File: src/rtl/iob_dma_write_axis2axi.sv
// AXI-Stream to AXI4 write converter: drains 32-bit stream words into INCR write
// bursts, splitting a transfer in two when it crosses a 4 KB boundary.
module iob_dma_write_axis2axi #(
   parameter int AXI_ADDR_W = 32,
   parameter int AXI_DATA_W = 32,
   parameter int AXI_LEN_W  = 8,
   parameter int AXI_ID_W   = 1
) (
   input  logic                    clk_i,
   input  logic                    arst_n_i,
   input  logic                    cke_i,
   input  logic [AXI_ADDR_W-1:0]   w_addr_i,
   input  logic [AXI_LEN_W:0]      w_length_i,
   input  logic                    w_start_transfer_i,
   output logic                    w_busy_o,
   output logic                    w_error_o,
   output logic [AXI_ID_W-1:0]     axi_awid_o,
   output logic [AXI_ADDR_W-1:0]   axi_awaddr_o,
   output logic [AXI_LEN_W-1:0]    axi_awlen_o,
   output logic [2:0]              axi_awsize_o,
   output logic [1:0]              axi_awburst_o,
   output logic [1:0]              axi_awlock_o,
   output logic [3:0]              axi_awcache_o,
   output logic [3:0]              axi_awqos_o,
   output logic                    axi_awvalid_o,
   input  logic                    axi_awready_i,
   output logic [AXI_DATA_W-1:0]   axi_wdata_o,
   output logic [AXI_DATA_W/8-1:0] axi_wstrb_o,
   output logic                    axi_wlast_o,
   output logic                    axi_wvalid_o,
   input  logic                    axi_wready_i,
   input  logic [AXI_ID_W-1:0]     axi_bid_i,
   input  logic [1:0]              axi_bresp_i,
   input  logic                    axi_bvalid_i,
   output logic                    axi_bready_o,
   input  logic [AXI_DATA_W-1:0]   axis_in_data_i,
   input  logic                    axis_in_valid_i,
   output logic                    axis_in_ready_o
);

   localparam int CW = (AXI_LEN_W + 1 > 11) ? AXI_LEN_W + 1 : 11;
   localparam logic [AXI_LEN_W:0]   ONE_L = 1;
   localparam logic [AXI_LEN_W-1:0] ONE_B = 1;

   typedef enum logic [1:0] {WAIT_START, START_BURST, TRANSF_DATA, WAIT_BRESP} state_t;

   state_t                  state, state_nxt;
   logic [AXI_ADDR_W-1:0]   awaddr;
   logic [AXI_LEN_W-1:0]    awlen;
   logic [AXI_LEN_W-1:0]    beat_cnt;
   logic [AXI_LEN_W:0]      remaining;
   logic                    awvalid;
   logic                    error;

   logic                    start_ok, in_data, aw_hs, w_hs, b_hs;
   logic [10:0]             room;
   logic [CW-1:0]           room_ext, len_ext, first;
   logic [AXI_LEN_W:0]      first_len, awlen_p1;
   logic                    unused_bid;

   assign unused_bid = ^axi_bid_i;

   assign in_data  = (state == TRANSF_DATA);
   assign start_ok = (state == WAIT_START) & w_start_transfer_i & (w_length_i != '0);
   assign aw_hs    = awvalid & axi_awready_i;
   assign w_hs     = axis_in_valid_i & axi_wready_i & in_data;
   assign b_hs     = axi_bvalid_i & (state == WAIT_BRESP);

   // Words left before the next 4 KB page: start address is word aligned, so count in words.
   assign room      = 11'd1024 - {1'b0, w_addr_i[11:2]};
   assign room_ext  = CW'(room);
   assign len_ext   = CW'(w_length_i);
   assign first     = (len_ext < room_ext) ? len_ext : room_ext;
   assign first_len = first[AXI_LEN_W:0];
   assign awlen_p1  = {1'b0, awlen} + ONE_L;

   always_ff @(posedge clk_i or negedge arst_n_i) begin
      if (!arst_n_i) begin
         state <= WAIT_START;
      end else if (cke_i) begin
         state <= state_nxt;
      end
   end

   always_comb begin
      state_nxt = state;
      case (state)
         WAIT_START:  if (start_ok) state_nxt = START_BURST;
         START_BURST: if (axi_awready_i) state_nxt = TRANSF_DATA;
         TRANSF_DATA: if (w_hs & axi_wlast_o) state_nxt = WAIT_BRESP;
         WAIT_BRESP:  if (axi_bvalid_i) state_nxt = (remaining != '0) ? START_BURST : WAIT_START;
         default:     state_nxt = WAIT_START;
      endcase
   end

   always_ff @(posedge clk_i or negedge arst_n_i) begin
      if (!arst_n_i) begin
         awaddr    <= '0;
         awlen     <= '0;
         remaining <= '0;
         awvalid   <= 1'b0;
         error     <= 1'b0;
         beat_cnt  <= '0;
      end else if (cke_i) begin
         if (start_ok) begin
            awaddr    <= w_addr_i;
            awlen     <= AXI_LEN_W'(first_len - ONE_L);
            remaining <= w_length_i - first_len;
            awvalid   <= 1'b1;
            error     <= 1'b0;
         end else if (b_hs) begin
            if (axi_bresp_i != 2'b00) error <= 1'b1;
            // Second half of a page-split transfer starts right where the first ended.
            if (remaining != '0) begin
               awaddr    <= awaddr + AXI_ADDR_W'({awlen_p1, 2'b00});
               awlen     <= AXI_LEN_W'(remaining - ONE_L);
               remaining <= '0;
               awvalid   <= 1'b1;
            end
         end
         if (aw_hs) begin
            awvalid  <= 1'b0;
            beat_cnt <= '0;
         end else if (w_hs) begin
            beat_cnt <= beat_cnt + ONE_B;
         end
      end
   end

   assign w_busy_o        = (state != WAIT_START);
   assign w_error_o       = error;

   assign axi_awid_o      = '0;
   assign axi_awaddr_o    = awaddr;
   assign axi_awlen_o     = awlen;
   assign axi_awsize_o    = 3'd2;
   assign axi_awburst_o   = 2'd1;
   assign axi_awlock_o    = 2'd0;
   assign axi_awcache_o   = 4'd2;
   assign axi_awqos_o     = 4'd0;
   assign axi_awvalid_o   = awvalid;

   assign axi_wdata_o     = axis_in_data_i;
   assign axi_wstrb_o     = '1;
   assign axi_wvalid_o    = axis_in_valid_i & in_data;
   assign axi_wlast_o     = in_data & (beat_cnt == awlen);
   assign axis_in_ready_o = axi_wready_i & in_data;

   assign axi_bready_o    = (state == WAIT_BRESP);

endmodule

File: config.mk
export PLATFORM = sky130hd
export DESIGN_NAME = iob_dma_write_axis2axi
export DESIGN_NICKNAME = d
export VERILOG_FILES = /design/src/rtl/iob_dma_write_axis2axi.sv
export SDC_FILE = /design/constraint.sdc
export NUM_CORES = 1
export LEC_CHECK = 0
export BUFFER_PORTS_ARGS = -buffer_cell sky130_fd_sc_hd__buf_2
export CAP_MARGIN = 20
export CORE_UTILIZATION = 53
export CTS_BUF_LIST = sky130_fd_sc_hd__clkbuf_2
export DETAILED_ROUTE_END_ITERATION = 16
export GPL_TIMING_DRIVEN = 0
export PLACE_DENSITY = 0.92
export SKIP_CTS_REPAIR_TIMING = 1
export SLEW_MARGIN = 0
export SYNTH_ARGS = -nofsm -noshare
export SYNTH_HDL_FRONTEND = slang
export SYNTH_SLANG_ARGS = --single-unit
File: constraint.sdc
create_clock -name clk_i -period 3.95 [get_ports clk_i]
set_input_delay 0.1975 -clock clk_i [delete_from_list [all_inputs] [get_ports clk_i]]
set_output_delay 0.1975 -clock clk_i [all_outputs]
set_load 0.05 [all_outputs]
### Yosys cells after proc, flatten, opt, wreduce, memory -nomap -nowiden

Index checks and enable logic that the tools add are counted.

* memory bits (writable): 0
* word-level logic and storage cells: 74
* register bits: 61
* latch bits: 0
* output and inout bits: 99
* memory bits (read-only): 0
* input bits: 84
* memories: 0

* bitwise logic cells: 10
* multipliers: 0
* shift operators: 0
* add/sub/neg operators: 7
* muxes and demuxes: 25
* reductions and logical operators: 16
* order comparisons: 1
* divide/modulo/power cells: 0
* equality and inequality tests: 8

Operator list (number)
* $mux W32: 3
* $mux W8: 5
* $mux W9: 4
* $add A32 B11 Y32: 1
* $reduce_bool A9 Y1: 2
* $sub A8 B1 Y8 const B: 2
* $reduce_bool A2 Y1: 6
* $lt A9 B11 Y1: 1
* $sub A11 B10 Y11 const A: 1
* $and A1 B1 Y1: 10
* $add A8 B1 Y9 const B: 1
* $reduce_and A3 Y1: 3
* $sub A9 B9 Y9: 1
* $add A8 B1 Y8 const B: 1
* $eq A8 B8 Y1: 1
* $mux W1: 8
* $mux W2: 4
* $pmux W2 S4: 1
* $ne A2 B2 Y1 const B: 3
* $reduce_bool A3 Y1: 2
* $reduce_and A5 Y1: 1
* $eq A2 B2 Y1 const B: 2
* $eq A2 B1 Y1 const B: 1
* $logic_not A2 Y1: 1
* 2 further kinds: 2

### Longest topological paths before layout

Gate-level depths: netlist of run 1.

* depth in word-level cells: 5
* mapped depth: 22
* gate-level depth less buffers: 20

### Worst setup path after synthesis of run 1

OpenSTA, ideal clock, no wires.

* kind: input to register
* start point: input port w_addr_i[6]
* end point: register remaining[8]
* stages: 22
* setup time: 0.131 ns
* data required time: 3.819 ns
* setup slack: -0.700 ns
* arrival time: 4.519 ns
* buffers on the path: 3
* cells stage by stage: clkbuf_2 > nor4_1 > nand2_1 > or3_1 > xnor2_1 > ha_1 > nand3_1 > a21oi_1 > a211oi_4 > a41o_1 > buf_6 > a21o_4 > buf_6 > mux2i_2 > ha_1 > inv_1 > ha_1 > o22ai_1 > o211ai_1 > a221oi_1 > xor2_1 > o21ai_0

* longest elaborated chain between the ends: 5

RTL lines
* start, declared: RTL line 12 `input logic [AXI_ADDR_W-1:0] w_addr_i,`
* $sub A11 B10 Y11 (*): RTL line 70 `assign room = 11'd1024 - {1'b0, w_addr_i[11:2]};`
* $lt A9 B11 Y1: RTL line 73 `assign first = (len_ext < room_ext) ? len_ext : room_ext;`
* $mux W9 (*): RTL line 73
* $sub A9 B9 Y9 (*): RTL line 108 `remaining <= w_length_i - first_len;`
* $mux W9 (*): RTL line 105 `if (start_ok) begin`
* end signal, assigned: RTL line 108
* end, declared: RTL line 51 `logic [AXI_LEN_W:0] remaining;`

Every way passes the cells marked *; elsewhere a longest branch is shown, timed or not.
A chain may end at the register's enable or synchronous reset.

### Worst setup path after layout of run 1

* start point: input port w_addr_i[6]
* end point: register remaining[5]

The elaborated chain is that of the path after synthesis.

==> results.toml, run 1 <==
[routing]
ant_nets = 0
routed_via_density = 5.88
drt_iter0_markers = 437
drt-pass1-iter-count = 6
finalWirelength_um = 15700
drc = 0
vias = 5769
wl_per_cell_um = 16.1

[floorplanning]
die_x_um = 102
initial_core_util_pct = 54.6
die_h_um = 102
fp-row-count = 36
core_area_mm2 = 0.00973
die_area_mm2 = 0.0104
io_pins = 183

[synthesis]
async_flop_share_pct = 100
synth_compound_area_share_pct = 21.8
synth_top_family_by_area = "compound AO/OA/AOI/OAI gates"
ys.flop_type = "dfrtp_1"
synthSimpleGateAreaFrac_pct = 21.4
syn_inst = 662
synth-seq-cells = 61
seq_area_frac_synth_pct = 28.7
synth_edf_count = 0
ys_warn_count = 0
synth.cell_area_mm2 = 0.00531
synth_area_per_cell_um2 = 8.02
synth_top_cell_by_area = "dfrtp_1"
synth_mux_area_share_pct = 1.65
synthAdderAreaFrac_pct = 6.97
yosysUniqueCellTypes = 66
ys_top_cells_by_area = "dfrtp_1 (29%), buf_4 (7.3%), ha_1 (6.6%)"
yosys.area_share.xor_xnor_pct = 7.37
synth_top_area_share_pct = 28.7

[setup_path]
r2r_end = "axi_awaddr_o[27]"
worstReg2RegStart = "axi_awlen_o[1]"
startpoint = "w_addr_i[6]"
r2r_slack_ns = 0.41
crit_end = "remaining[5]"
arrival_ns = 4.51
startpoint_type = "input port"
reg2reg_depth = 13
crit_chain = "clkbuf_16, nor4_4, nand2_1, or3_4, xnor2_4, ha_4, nand3_2, a21oi_2, a211oi_4, a41o_1, buf_6, a21o_4, buf_8, mux2i_4, ha_4, inv_4, a211oi_2, a311o_1, o31ai_2, a21oi_2, or4_1, nand3_1"
critPathKind = "in -> reg"
cp_slowest_cell = "or4_1"
endpoint_kind = "register"
cp_max_fo = 5
critical-path-max-stage-delay_ns = 0.53
crit_required_ns = 4.38

[place]
port_buffers = 125
post_dp_cell_area_mm2 = 0.00629
dpl.hpwl_um = 11300
gp_congestion = 0.965
dp_cells = 939

[power_and_ir_drop]
power_uw = 4470
p_per_area_mw_per_mm2 = 664
peakVddDrop_v = 0.000496
power_leakage_uw = 0.00320

[run]
cap_viol_max_count = 0

[cells_and_area]
final_common_cell = "buf_2"
areaGrowthSynthToFinish_pct = 26.6
diodes = 0
mostFrequentLayoutCells = "buf_2 (124), nand2_1 (79), buf_4 (70)"
final_cells = 981
final_cell_area_mm2 = 0.00673
drive_above_1_share_pct = 29.0
final_nets = 957

[sta]
rsz0062_at_grt = "true"
post-route-period-util_pct = 103
hold_viol = 4
slew_headroom_pct = 53.4
skew_ns = 0.0382
final.setup.tns_ns = -0.203
fin_crit_ns = 4.08
setup_violations = 2
whs_ns = -0.00861
fmax_mhz = 245
fin_ws_ns = -0.132
tightest_slew_ns = 0.694
slew_viol_final = 0

[clock_network]
cts.sink_count = 61
path_clk_slew_ns = 0.18
cts_buffers = 9
clkLatencyLatePin_ns = 0.52
root_buffer = "clkbuf_2"
clockBufferDepth = 2
cts_tree = "yes"
cts_max_level = 3

[global_routing]
grt_pass1_wl_um = 22900
antenna_found_initial = 0
grt_usage_pct = 28.3
grt_max_degree = 36
grt_pass1_vias = 4925
grt.overflow.total = 0

[outcome]
status = "finished with violations"
violations = "negative hold slack, negative setup slack"

[worst_hold_path]
hold-path-cell-count = 4
hp-class = "in -> reg"
[cell type report]
type	instances	area, um2
Multi-Input combinational cell	506	3350
Fill cell	779	3000
Sequential cell	61	1530
Timing Repair Buffer	153	877
Buffer	86	558
Tap cell	133	166
Inverter	27	104
Clock inverter	6	103
Clock buffer	9	45.0
[routing by layer]
metal	GRT usage, %	vias up	routed length (um)
met4	11.5	0	609
li1	-	2666	-
met2	45.4	360	7460
met1	36.8	2675	6270
met3	6.77	68	1400
met5	0	-	0
[sequential cells by signal (all words and copies together), names as in the netlist]
| name | flops |
|---|---|
| axi_awlen_o | 8 |
| axi_awvalid_o | 1 |
| state | 2 |
| w_error_o | 1 |
| remaining | 9 |
| axi_awaddr_o | 32 |
| beat_cnt | 8 |
[critical path, delay by kind of cell]
family / cells / cell delay [ns]
and+or+nand+nor: 6 / 1.58
muxes: 1 / 0.19
AOI/OAI and AO/OA: 8 / 1.43
xor gates and xnor gates: 1 / 0.15
adders and majority gates: 2 / 0.48
buffers and inverters: 4 / 0.44
[power by group]
| part | total, uW | switching [uW] | internal, uW |
|---|---|---|---|
| Sequential | 1100 | 255 | 847 |
| Combinational | 2860 | 1910 | 950 |
| Clock | 502 | 237 | 265 |
| Total | 4470 | 2400 | 2060 |
[synth_stat cells (2+ instances only)]
cell / number
and2_1: 8
a311o_1: 2
nand4_1: 10
a41o_1: 2
o31a_1: 3
or2_2: 2
a2bb2oi_1: 11
clkbuf_1: 25
o22ai_1: 14
o2111ai_1: 2
buf_4: 52
o221ai_1: 2
o21ai_1: 2
nor2_1: 46
o21a_1: 3
o21bai_1: 7
mux2i_1: 4
a22o_1: 2
or4_1: 6
nor4_1: 7
ha_1: 28
buf_6: 2
o21ai_0: 32
nor3b_1: 2
inv_1: 27
conb_1: 2
a31oi_1: 7
o31ai_1: 4
xnor2_1: 22
xor2_1: 20
nand3_1: 41
dfrtp_1: 61
a21oi_1: 43
a211oi_1: 9
o311ai_0: 3
nand3b_1: 2
or3_1: 6
nor3_1: 6
nand2_1: 80
o211ai_1: 8
a21o_1: 3
buf_1: 6
and3_1: 15
[worst min path at each step]
stage | startpoint | end
6_report | w_addr_i[20] | axi_awaddr_o[20]
5_1_grt | w_addr_i[20] | axi_awaddr_o[20]
4_1_cts | arst_n_i | axi_awaddr_o[14]
3_5_place_dp | arst_n_i | beat_cnt[0]
3_3_place_gp | w_addr_i[0] | axi_awaddr_o[0]
2_1_floorplan | arst_n_i | axi_awaddr_o[0]
[kinds of logic after synthesis]
group                      count (synthesis)
DFF                                       61
and+or+nand+nor                          237
AOI/OAI and AO/OA                        170
adders and majority gates                 29
other                                      2
muxes                                      7
buffers and inverters                    113
xor gates and xnor gates                  43
[per-stage QoR]
step	utilization (%)	setup WS [ns]
final	69.1	-0.132
after global routing	69.1	-0.214
after CTS	66.2	-0.446
after detailed placement	64.7	-0.962
after global placement	64.5	-0.877
after floorplan	-	-0.358
No activity file was read; power rests on OpenSTA's default activity.
==> run 2, diff against run 1 <==
- clock period: 3.95 -> 3.9 ns (I/O delays scaled with it)
==> run 2 against run 1 <==
  * The run still ends with negative hold slack, negative setup slack left
  * Clock power increased by 1%
  * Largest cell class unchanged
  * Sequential share of layout area decreased by 0.20 points
  * Via count increased by 2.0%
  * Highest routed layer unchanged
==> results.toml, run 2 (same netlist as run 1, synthesis figures left out) <==
[outcome]
status = "finished with violations"
violations = "negative hold slack, negative setup slack"

[floorplanning]
die_area_mm2 = 0.0104
die_h_um = 102
fp-row-count = 36
initial_core_util_pct = 54.6
core_area_mm2 = 0.00973
io_pins = 183
die_x_um = 102

[clock_network]
root_buffer = "clkbuf_2"
clkLatencyLatePin_ns = 0.52
cts.sink_count = 61
cts_buffers = 9
cts_tree = "yes"
path_clk_slew_ns = 0.19
cts_max_level = 3
clockBufferDepth = 2

[sta]
slew_viol_final = 0
tightest_slew_ns = 0.672
fin_ws_ns = -0.193
fin_crit_ns = 4.09
hold_viol = 1
skew_ns = 0.0321
slew_headroom_pct = 54.9
rsz0062_at_grt = "true"
post-route-period-util_pct = 105
whs_ns = -0.0125
setup_violations = 4
final.setup.tns_ns = -0.411
fmax_mhz = 244

[setup_path]
arrival_ns = 4.53
endpoint_kind = "register"
cp_max_fo = 5
crit_required_ns = 4.34
critPathKind = "in -> reg"
startpoint_type = "input port"
r2r_slack_ns = 0.39

[cells_and_area]
final_common_cell = "buf_2"
final_nets = 960
mostFrequentLayoutCells = "buf_2 (124), nand2_1 (79), buf_4 (71)"
final_cells = 984
drive_above_1_share_pct = 29.5
areaGrowthSynthToFinish_pct = 27.7
diodes = 0
largest_reg_flops = 32

[place]
dp_cells = 939
gp_congestion = 0.965
port_buffers = 125
dpl.hpwl_um = 11300

[routing]
vias = 5887
drc = 0
finalWirelength_um = 16000
drt-pass1-iter-count = 7
drt_iter0_markers = 548
routed_via_density = 5.98
ant_nets = 0
wl_per_cell_um = 16.3

[power_and_ir_drop]
p_seq_share_pct = 24.5
p_sw_uw = 2440
power_frac_comb_pct = 64.3
peakVddDrop_v = 0.000503
p_per_area_mw_per_mm2 = 669
switching_share_pct = 53.8
p_clk_share_pct = 11.2
p_int_uw = 2100
power_leakage_uw = 0.00322

[global_routing]
grt_max_degree = 36
grt.overflow.total = 0
grt_pass1_wl_um = 22900
grt_pass1_vias = 4925
antenna_found_initial = 0
grt_usage_pct = 28.3

[worst_hold_path]
hp-class = "in -> reg"

[run]
cap_viol_max_count = 0
[run 2: power by group through the flow]
stage                     registers, uW  logic (uW)  clock network [uW]
after global placement             1110        2750                   0
after floorplan                    1670        1610                   0
after CTS                          1100        2820                 507
after detailed placement           1110        2810                   0
final                              1110        2920                 508
after global routing               1150        3170                 530
[run 2: critical path: stages]
cell	delay, ns
clkbuf_16	0.12
nor4_4	0.37
nand2_1	0.16
or3_4	0.38
xnor2_4	0.15
ha_4	0.29
nand3_2	0.07
a21oi_2	0.16
a211oi_4	0.07
a41o_1	0.23
buf_6	0.13
a21o_4	0.20
buf_8	0.13
mux2i_4	0.19
ha_4	0.19
inv_4	0.07
a211oi_2	0.03
a311o_1	0.38
o31ai_2	0.27
a21oi_2	0.11
or4_1	0.53
nand3_1	0.08
[run 2: routing by layer]
metal	global-route usage (%)	part of all wire [%]	routed length [um]	up-vias
met2	45.4	48	7620	416
met4	11.5	4.1	654	0
met5	0	0	0	-
met1	36.8	39	6210	2722
li1	-	-	-	2668
met3	6.77	9.4	1510	81
[run 2: final timing paths]
path	to	cells after the start	startpoint
max in group asynchronous	axi_awaddr_o[30]	3	arst_n_i
min in group asynchronous	axi_awaddr_o[14]	2	arst_n_i
max	remaining[5]	22	w_addr_i[6]
min	axi_awaddr_o[24]	4	w_addr_i[24]
min reg2reg	axi_awaddr_o[0]	2	axi_awaddr_o[0]
max reg2reg	axi_awaddr_o[27]	13	axi_awlen_o[1]
[run 2: area by class of cell]
class                      count  area, um2
multi-input combinational    506       3380
sequential                    61       1530
clock inverter                 6        103
fill                         763       2950
inverter                      27        104
clock buffer                   9       45.0
timing repair buffer         156        906
tap                          133        166
buffer                        86        558
[run 2: stage by stage]
stage	setup slack (ns)	total power, uW	util [%]	area [um2]	hold slack [ns]
6_report	-0.193	4540	69.7	6780	-0.0125
5_1_grt	-0.294	4850	69.7	6780	-0.0000662
4_1_cts	-0.493	4430	66.2	6440	-0.338
3_5_place_dp	-1.01	3920	64.7	6290	0.238
3_3_place_gp	-0.924	3860	64.5	6270	0.390
2_1_floorplan	-0.406	3280	-	5480	-0.101
==> run 3, diff against run 2 <==
- CORE_UTILIZATION: 53 -> 48
- PLACE_DENSITY: 0.92 -> 0.88
- TNS_END_PERCENT: not set -> 30
- clock period: 3.9 -> 3.3 ns (I/O delays scaled with it)
==> run 3 against run 2 <==
  * The flow still finishes with violations (negative hold slack, negative setup slack)
  * Final cell count is 2.6% higher
  * First-iteration DRC count is 16% higher
  * Total power is 21% higher
  * Design area is 3.0% higher
  * Core utilization is 5.0 points lower
  * Highest routed layer unchanged
==> results.toml, run 3 (same netlist as run 1, synthesis figures left out) <==
[clock_network]
clockBufferDepth = 2
clkLatencyLatePin_ns = 0.54
cts.sink_count = 61
cts_tree = "yes"
cts_max_level = 3
path_clk_slew_ns = 0.18
cts_buffers = 9
root_buffer = "clkbuf_2"

[routing]
ant_nets = 0
wl_per_cell_um = 16.8
drc = 0
vias = 6012
finalWirelength_um = 16900
routed_via_density = 5.95
drt_iter0_markers = 636
drt-pass1-iter-count = 5

[place]
gp_congestion = 0.908
dpl.hpwl_um = 11600
port_buffers = 125

[cells_and_area]
final_common_cell = "buf_2"
diodes = 0
final_nets = 979
areaGrowthSynthToFinish_pct = 31.5
utilization_pct = 64.7
largest_reg_flops = 32
drive_above_1_share_pct = 30.9
mostFrequentLayoutCells = "buf_2 (123), buf_4 (79), nand2_1 (78)"

[sta]
slew_headroom_pct = 47.4
post-route-period-util_pct = 121
fin_ws_ns = -0.702
fmax_mhz = 250
tightest_slew_ns = 0.788
hold_viol = 6
rsz0062_at_grt = "true"
skew_ns = 0.0266
setup_violations = 13
fin_crit_ns = 4.00
slew_viol_final = 0
whs_ns = -0.0603

[setup_path]
startpoint_type = "input port"
worstReg2RegStart = "axi_awlen_o[0]"
crit_chain = "clkbuf_16, nor4_4, nand2_2, or3_4, xnor2_4, ha_4, nand3_2, a21oi_2, a211oi_4, a41o_1, buf_6, a21o_4, buf_8, mux2i_4, ha_4, inv_4, a211oi_2, a311o_1, o31ai_2, a21oi_2, or4_1, nand3_1"
critical-path-max-stage-delay_ns = 0.54
arrival_ns = 4.48
cp_slowest_cell = "or4_1"
r2r_end = "axi_awaddr_o[20]"
cp_max_fo = 6
critPathKind = "in -> reg"
crit_required_ns = 3.77
endpoint_kind = "register"
reg2reg_depth = 12
r2r_slack_ns = -0.01

[floorplanning]
fp-row-count = 38
io_pins = 183
die_x_um = 107
core_area_mm2 = 0.0108
initial_core_util_pct = 49.2
die_area_mm2 = 0.0115
die_h_um = 107

[outcome]
status = "finished with violations"
violations = "negative hold slack, negative setup slack"

[worst_hold_path]
hold-path-cell-count = 3
min_to = "axi_awaddr_o[5]"
hold_path.startpoint = "w_addr_i[5]"
hp-class = "in -> reg"

[power_and_ir_drop]
peakVddDrop_v = 0.000522
power_leakage_uw = 0.00329
p_per_area_mw_per_mm2 = 784

[run]
cap_viol_max_count = 0

[global_routing]
grt_pass1_wl_um = 24000
antenna_found_initial = 0
grt.overflow.total = 0
grt_pass1_vias = 5011
grt_usage_pct = 26.5
grt_max_degree = 35
-- run 3: changes by cell type in the layout (fill, tap and decap cells not counted), sizes merged --
cell	previous run	this run
dlygate4sd3	10	23
buf	206	212
bufinv	3	1
clkinv	3	5
-- run 3: power by group --
group | total (uW) | internal, uW | leakage, uW | switching [uW]
Sequential | 1330 | 1020 | 0.000754 | 313
Clock | 454 | 164 | 0.0000642 | 290
Combinational | 3690 | 1260 | 0.00247 | 2430
-- run 3: critical path, delay by kind of cell --
kind	cells	cell delay [ns]
multiplexers	1	0.19
AO/OA/AOI/OAI	8	1.46
buffers and inverters	4	0.46
adder cells (fa/ha/maj)	2	0.50
AND/OR/NAND/NOR	6	1.54
XOR/XNOR	1	0.15
-- run 3: how the worst max path moves through the flow --
stage | to | startpoint | cells past startpoint
floorplan | remaining[5] | w_addr_i[6] | 22
global placement | remaining[5] | w_addr_i[7] | 22
detailed placement | remaining[8] | w_addr_i[7] | 22
CTS | remaining[8] | w_addr_i[7] | 22
global route | remaining[5] | w_addr_i[6] | 22
finish | remaining[5] | w_addr_i[6] | 22
-- run 3: layer usage --
| metal | GRT usage (%) | vias up | part of all wire (%) |
|---|---|---|---|
| met5 | 0 | - | 0 |
| met2 | 43.1 | 414 | 48 |
| met4 | 11.1 | 0 | 3.8 |
| met3 | 4.86 | 77 | 8.9 |
| met1 | 34.6 | 2812 | 39 |
| li1 | - | 2709 | - |
-- run 3: layout make-up --
type | instances | area (um2)
Inverter | 27 | 104
Fill cell | 885 | 3810
Buffer | 86 | 559
Clock inverter | 6 | 55.1
Multi-Input combinational cell | 506 | 3440
Clock buffer | 9 | 45.0
Timing Repair Buffer | 175 | 1080
Tap cell | 140 | 175
Sequential cell | 61 | 1530
-- run 3: through the flow --
stage                     setup TNS, ns  cell area, um2  setup slack, ns  cells  total power [uW]
final                             -4.04            6990           -0.702   1010              5480
after global routing              -5.70            6990           -0.816   1010              5810
after detailed placement         -18.31            6300            -1.56    946              4670
after CTS                         -9.83            6400            -1.03    961              5120
after floorplan                   -9.14            5480           -0.976    680              3880
after global placement           -17.01            6280            -1.52    945              4570
